==> src/rtl/microwave_timer.sv <==
// BCD MM:SS countdown timer for the microwave controller: keypad entry while idle,
// one-second countdown while the heating latch is set, and done level/pulse back to control.
module microwave_timer #(
  parameter int unsigned CLK_PER_SEC = 50_000_000,
  parameter int unsigned PRESC_W     = 26
) (
  input  logic       clk,
  input  logic       resetn,
  input  logic       clearn,
  input  logic       load,
  input  logic [3:0] digit,
  input  logic       enable,
  output logic [3:0] min_tens,
  output logic [3:0] min_ones,
  output logic [3:0] sec_tens,
  output logic [3:0] sec_ones,
  output logic       timer_done,
  output logic       done_pulse,
  output logic       running
);

  localparam int unsigned DIGIT_W = 4;
  localparam logic [PRESC_W-1:0] PRESC_MAX = PRESC_W'(CLK_PER_SEC - 1);

  logic [DIGIT_W-1:0] min_tens_q, min_tens_d;
  logic [DIGIT_W-1:0] min_ones_q, min_ones_d;
  logic [DIGIT_W-1:0] sec_tens_q, sec_tens_d;
  logic [DIGIT_W-1:0] sec_ones_q, sec_ones_d;
  logic [PRESC_W-1:0] presc_q, presc_d;
  logic               done_q, done_d;
  logic               pulse_q, pulse_d;
  logic               count_zero_c;
  logic               load_ok_c;

  assign count_zero_c = ({min_tens_q, min_ones_q, sec_tens_q, sec_ones_q} == 16'h0000);
  assign load_ok_c    = load && !enable && (digit <= 4'd9);

  // Next-state: clear > valid digit entry > countdown / zero-start detection
  always_comb begin
    min_tens_d = min_tens_q;
    min_ones_d = min_ones_q;
    sec_tens_d = sec_tens_q;
    sec_ones_d = sec_ones_q;
    presc_d    = presc_q;
    done_d     = done_q;

    if (!clearn) begin
      min_tens_d = '0;
      min_ones_d = '0;
      sec_tens_d = '0;
      sec_ones_d = '0;
      presc_d    = '0;
      done_d     = 1'b0;
    end else if (load_ok_c) begin
      min_tens_d = min_ones_q;
      min_ones_d = sec_tens_q;
      sec_tens_d = sec_ones_q;
      sec_ones_d = digit;
      presc_d    = '0;
      done_d     = 1'b0;
    end else if (enable && !done_q) begin
      if (count_zero_c) begin
        done_d = 1'b1;
      end else if (presc_q == PRESC_MAX) begin
        presc_d = '0;
        // Borrow normalises seconds-tens to 5, so entries like 0:90 count down naturally
        if (sec_ones_q != 4'd0) begin
          sec_ones_d = sec_ones_q - 4'd1;
        end else begin
          sec_ones_d = 4'd9;
          if (sec_tens_q != 4'd0) begin
            sec_tens_d = sec_tens_q - 4'd1;
          end else begin
            sec_tens_d = 4'd5;
            if (min_ones_q != 4'd0) begin
              min_ones_d = min_ones_q - 4'd1;
            end else begin
              min_ones_d = 4'd9;
              min_tens_d = min_tens_q - 4'd1;
            end
          end
        end
        if ({min_tens_d, min_ones_d, sec_tens_d, sec_ones_d} == 16'h0000) begin
          done_d = 1'b1;
        end
      end else begin
        presc_d = presc_q + PRESC_W'(1);
      end
    end

    pulse_d = done_d && !done_q;
  end

  always_ff @(posedge clk or negedge resetn) begin
    if (!resetn) begin
      min_tens_q <= '0;
      min_ones_q <= '0;
      sec_tens_q <= '0;
      sec_ones_q <= '0;
      presc_q    <= '0;
      done_q     <= 1'b0;
      pulse_q    <= 1'b0;
    end else begin
      min_tens_q <= min_tens_d;
      min_ones_q <= min_ones_d;
      sec_tens_q <= sec_tens_d;
      sec_ones_q <= sec_ones_d;
      presc_q    <= presc_d;
      done_q     <= done_d;
      pulse_q    <= pulse_d;
    end
  end

  assign min_tens   = min_tens_q;
  assign min_ones   = min_ones_q;
  assign sec_tens   = sec_tens_q;
  assign sec_ones   = sec_ones_q;
  assign timer_done = done_q;
  assign done_pulse = pulse_q;
  assign running    = enable && !done_q && !count_zero_c;

endmodule

==> config.mk <==
export PLATFORM = sky130hd
export DESIGN_NAME = microwave_timer
export DESIGN_NICKNAME = d
export VERILOG_FILES = /design/src/rtl/microwave_timer.sv
export SDC_FILE = /design/constraint.sdc
export NUM_CORES = 1
export LEC_CHECK = 0
export ABC_AREA = 1
export BUFFER_PORTS_ARGS = -buffer_cell sky130_fd_sc_hd__buf_2
export CAP_MARGIN = 20
export CELL_PAD_IN_SITES_DETAIL_PLACEMENT = 1
export CELL_PAD_IN_SITES_GLOBAL_PLACEMENT = 1
export CORE_ASPECT_RATIO = 0.9
export CORE_MARGIN = 2
export CORE_UTILIZATION = 44
export DETAILED_ROUTE_END_ITERATION = 10
export GPL_ROUTABILITY_DRIVEN = 0
export PLACE_DENSITY = 0.79
export SYNTH_ARGS = -nofsm -noshare
export SYNTH_HDL_FRONTEND = slang
export SYNTH_SLANG_ARGS = --single-unit
==> constraint.sdc <==
create_clock -name clk -period 2.3 [get_ports clk]
set_clock_uncertainty 0.15 [all_clocks]
set_input_delay 0.23 -clock clk [delete_from_list [all_inputs] [get_ports clk]]
set_output_delay 0.23 -clock clk [all_outputs]
set_load 0.01 [all_outputs]
Word-level counts from Yosys, hierarchy flattened --
Cells that the tools add are included.
Storage, ports and cells: bits in registers 44, input bits 9, memory bits (writable) 0, output and inout port bits 19, bits in latches 0, memories 0, logic and storage cells 92, memory bits (read-only) 0
Cells by class: divide/modulo/power cells 0, reduce and logical (&&, ||, !) cells 15, order comparisons 1, bitwise logic cells 0, equality and inequality tests 4, $mul 0, shifts and indexed selects 0, $add $sub $neg 5, multiplexer cells 60
Operator list (number):
- $mux 4 | 49
- $mux 26 | 5
- $logic_not 16->1 | 2
- $add 26x1->26 const B | 1
- $eq 26x26->1 const B | 1
- $sub 4x1->4 const B | 4
- $reduce_bool 4->1 | 3
- $mux 1 | 6
- $ne 3x1->1 const B | 2
- $logic_and 1x1->1 | 5
- $le 4x4->1 const B | 1
- $logic_not 1->1 | 3
- $ne 3x2->1 const B | 1
- $reduce_and 3->1 | 1
- $reduce_and 2->1 | 1

Logic depth before layout (Yosys ltp) --
depth in word-level cells 17, gate-level depth with buffers 13, depth with buffers taken out 13

Worst setup path before layout --
Ideal clock, no wire load.
kind reg-to-reg, from register min_tens_q[0] (netlist: min_tens[0]), to register sec_tens_q[0] (netlist: sec_tens[0]), period minus slack after synthesis 1.868 ns, path slack 0.432 ns, data arrival time 1.587 ns, setup time 0.131 ns, required time 2.019 ns, cell stages (with the launch flop) 13, path buffers 1, path through dfrtp_1 inv_1 ha_1 nand3_1 nor2_1 nand2_4 nand2_4 nand2_4 nand2_4 nor2_2 inv_2 buf_6 o22ai_2
On the way: longest elaborated chain between the ends 3
Ends and longest elaborated chain:
- start, declared | RTL line 25 | logic [DIGIT_W-1:0] min_tens_q, min_tens_d;
- start signal, assigned | RTL line 104 | min_tens_q <= min_tens_d;
- $logic_not 16->1 | RTL line 35 | assign count_zero_c = ({min_tens_q, min_ones_q, sec_tens_q, sec_ones_q} == 16'h0000);
- $ne 3x2->1 (no source line)
- $reduce_and 3->1 (no source line)
- end signal, assigned | RTL line 106 | sec_tens_q <= sec_tens_d;
- end, declared | RTL line 27 | logic [DIGIT_W-1:0] sec_tens_q, sec_tens_d;
No other way between the ends. A chain may end at the register's enable or synchronous reset.

Worst setup path after layout --
from register min_tens_q[0] (netlist: min_tens[0]), to register presc_q[21]
On the way: longest elaborated chain between the ends 3
Ends and longest elaborated chain:
- $logic_not 16->1 | RTL line 35
- $ne 3x2->1 (no source line)
- $reduce_and 2->1 (no source line)
- end signal, assigned | RTL line 108 | presc_q <= presc_d;
- end, declared | RTL line 29 | logic [PRESC_W-1:0] presc_q, presc_d;
No other way between the ends.

==> results.tsv <==
metric	value	unit
status	finished, final reports clean	
Worst Setup Start Kind	flip-flop	
RSZ-0062 raised after global routing	false	
nets	448	
die width	90.4	um
post-synth top area cell	dfrtp_1	
sequential cell fraction of total power	0.315	
Num CTS Buffers	5	
crit path max fanout	20	
Total GRT Usage	0.236	
switching share of total power	0.461	
Commonest cells post-synth	nand2_1 (87), inv_1 (52), nor2_1 (52), dfrtp_1 (44), o21ai_0 (27)	
min Tclk post-route	2090	ps
Fmax	0.478	GHz
1st-pass router iterations	4	
slowest stage delay, CP	390	ps
Starting Density	0.451	
H-tree Lvls	2	
Skew-Pair Late Insertion Delay	300	ps
Syn Nets	409	
Pleak	1.64	nW
clock root buffer	clkbuf_8	
Die Ht	81.8	um
area grow syn2layout	14.3	%
crit path DAT	2180	ps
CTS tree	done	
CP required	2390	ps
max cap viols	0	
Rel. slew slack	0.601	
Yosys warnings	0	
drt wl/cell	15.7	um
Register Area	0.00110	mm^2
Seq/Total Area, Yosys	0.372	
DRC	0	
Avg Cell Area, Syn	7.45	um^2
fin crit share	0.910	
multi-input logic area	0.00159	mm^2
fill count	852	
number of diodes	0	
Post-Route Setup TNS	0	ps
post-synthesis async set-or-reset flop share	1.00	
post-DR vias/cell	5.26	
drt total wl	8260	um
Final HPWL DP	6260	um
ANT nets after route	0	
Placeable Area	0.00655	mm^2
largest net degree at the start of global routing	45	
Cell Chain, Critical Path	inv_1 > ha_1 > nand3_1 > nor2_1 > nand2_4 > nand2_4 > nand2_4 > buf_12 > nand3_2 > nor2_2 > nand2_1 > nand2_1 > nand2_1 > nor2_1	
vias in the first global route	2768	
CP endpoint kind	flip-flop	
P_sw	1.50	mW
Yosys reg bits	44	
die area	0.00739	mm^2
Internal	1.75	mW
number of core rows	28	
count leader, synth	nand2_1	
PortBufs	27	
Max VDD drop	0.000655	V
Slew @ Worst Pin	598	ps
CTS Sinks	44	
initial antenna violation count	0	
Pins Over Slew Limit	0	
post-synthesis cell type count	42	
Hold Path Class	input port to flip-flop	
Comb pwr share	0.527	
I/O pin count	28	
Area contributors post-synth	dfrtp_1 (37%), nand2_1 (11%), inv_1 (6.6%), nor2_1 (6.6%), o22ai_2 (4.7%)	
first-pass GRT wire length	13700	um
DR iter-0 viols	121	
CTS max path bufs	2	
layout cell share with drive strength beyond 1	0.197	
Power Total	3.24	mW
Slowest cell on crit path	dfrtp_1	
commonest register cell after synthesis	dfrtp_1	
Gate Count Post-Synth	397	
Setup-failing EPs final	0	
Power Density	960	mW/mm^2
Overflow after GRT	0	
via count	2770	
Yosys top cell area share	0.372	
WS Path Type	flip-flop to flip-flop	
clock share of power	0.158	
synthesized area	0.00296	mm^2
EDFF count, synth	0	
clock transition at the registers of the reported paths	80	ps
Fin. Hold Viols	0	
-- layout make-up --
class	instances	share of cell area
sequential	44	0.326
clock buffer	8	0.0267
tap	90	0.0333
inverter	56	0.0652
multi-input combinational	289	0.472
timing repair buffer	40	0.0770
-- per-stage QoR --
| stage | setup WS [ps] | cells | instance area, um^2 | util | hold WS (ps) |
|---|---|---|---|---|---|
| global placement | 210 | 517 | 3240 | 0.495 | 210 |
| floorplan | 432 | 397 | 2960 | - | -216 |
| finish | 207 | 527 | 3380 | 0.516 | 63.3 |
| detailed placement | 114 | 517 | 3240 | 0.495 | 217 |
| CTS | 92.1 | 526 | 3340 | 0.510 | 59.4 |
| global route | 17.1 | 527 | 3380 | 0.516 | 98.2 |
-- critical path, delay by kind of cell, from the launching register on --
family	cells	cell delay, ps
AND/OR/NAND/NOR	11	980
flip-flops	1	390
buffers and inverters	2	290
adder cells (fa/ha/maj)	1	210
-- worst paths after layout --
check	from	to	slack (ps)	cells after the start
worst max register to register	min_tens[0]$_DFFE_PN0P_	presc_q[21]$_DFFE_PN0P_	210	14
worst min register to register	timer_done$_DFF_PN0_	done_pulse$_DFF_PN0_	330	1
max in group asynchronous	resetn	sec_ones[1]$_DFFE_PN0P_	1140	3
worst max-delay path	min_tens[0]$_DFFE_PN0P_	presc_q[21]$_DFFE_PN0P_	210	14
worst min-delay path	clearn	presc_q[20]$_DFFE_PN0P_	60	3
min in group asynchronous	resetn	min_tens[2]$_DFFE_PN0P_	400	3
-- kinds of logic after synthesis --
logic type | share of synthesized area
AND/OR/NAND/NOR | 0.343
AO/OA/AOI/OAI | 0.163
buffers and inverters | 0.0969
flip-flops | 0.372
XOR/XNOR | 0.0118
adder cells (fa/ha/maj) | 0.0127
-- repair_timing --
action	CTS	global route
setup endpoints to repair	0	8
setup buffers	0	1
endpoints found under the hold margin	44	0
gates resized for setup	0	8
hold buffers	1	0
-- placed cells by master (no fill, tap or decap), drive strengths merged --
cell          n
a211oi        1
a21oi        19
a22o          1
a2bb2oi       1
a31oi         1
and3          1
buf          39
clkbuf        8
dfrtp        44
dlygate4sd3   1
ha            3
inv          56
nand2        95
nand3        23
nand3b        3
nand4         9
nor2         59
nor3         13
nor3b         2
nor4          4
o21a          2
o21ai        32
o21bai        2
o22ai        13
o31ai         1
xor2          4
-- registers in the layout, indices dropped and copies added (netlist names) --
register    cells
done_pulse      1
min_ones        4
min_tens        4
presc_q        26
sec_ones        4
sec_tens        4
timer_done      1
-- metal layers --
layer	track usage	vias up	share of wire	wire (um)
li1	-	1384	-	-
met1	0.336	1334	0.50	4140
met2	0.386	43	0.45	3730
met3	0.0284	9	0.035	287
met4	0.0662	0	0.012	103
met5	0	-	0	0
-- power by group through the flow --
stage | clock (mW) | sequential [mW] | combinational [mW]
2_1_floorplan | 0 | 1.07 | 1.16
3_3_place_gp | 0 | 1.02 | 1.64
4_1_cts | 0.528 | 1.02 | 1.72
6_report | 0.511 | 1.02 | 1.71
5_1_grt | 0.555 | 1.05 | 1.91
3_5_place_dp | 0 | 1.03 | 1.71
(Power assumes the default switching activity.)
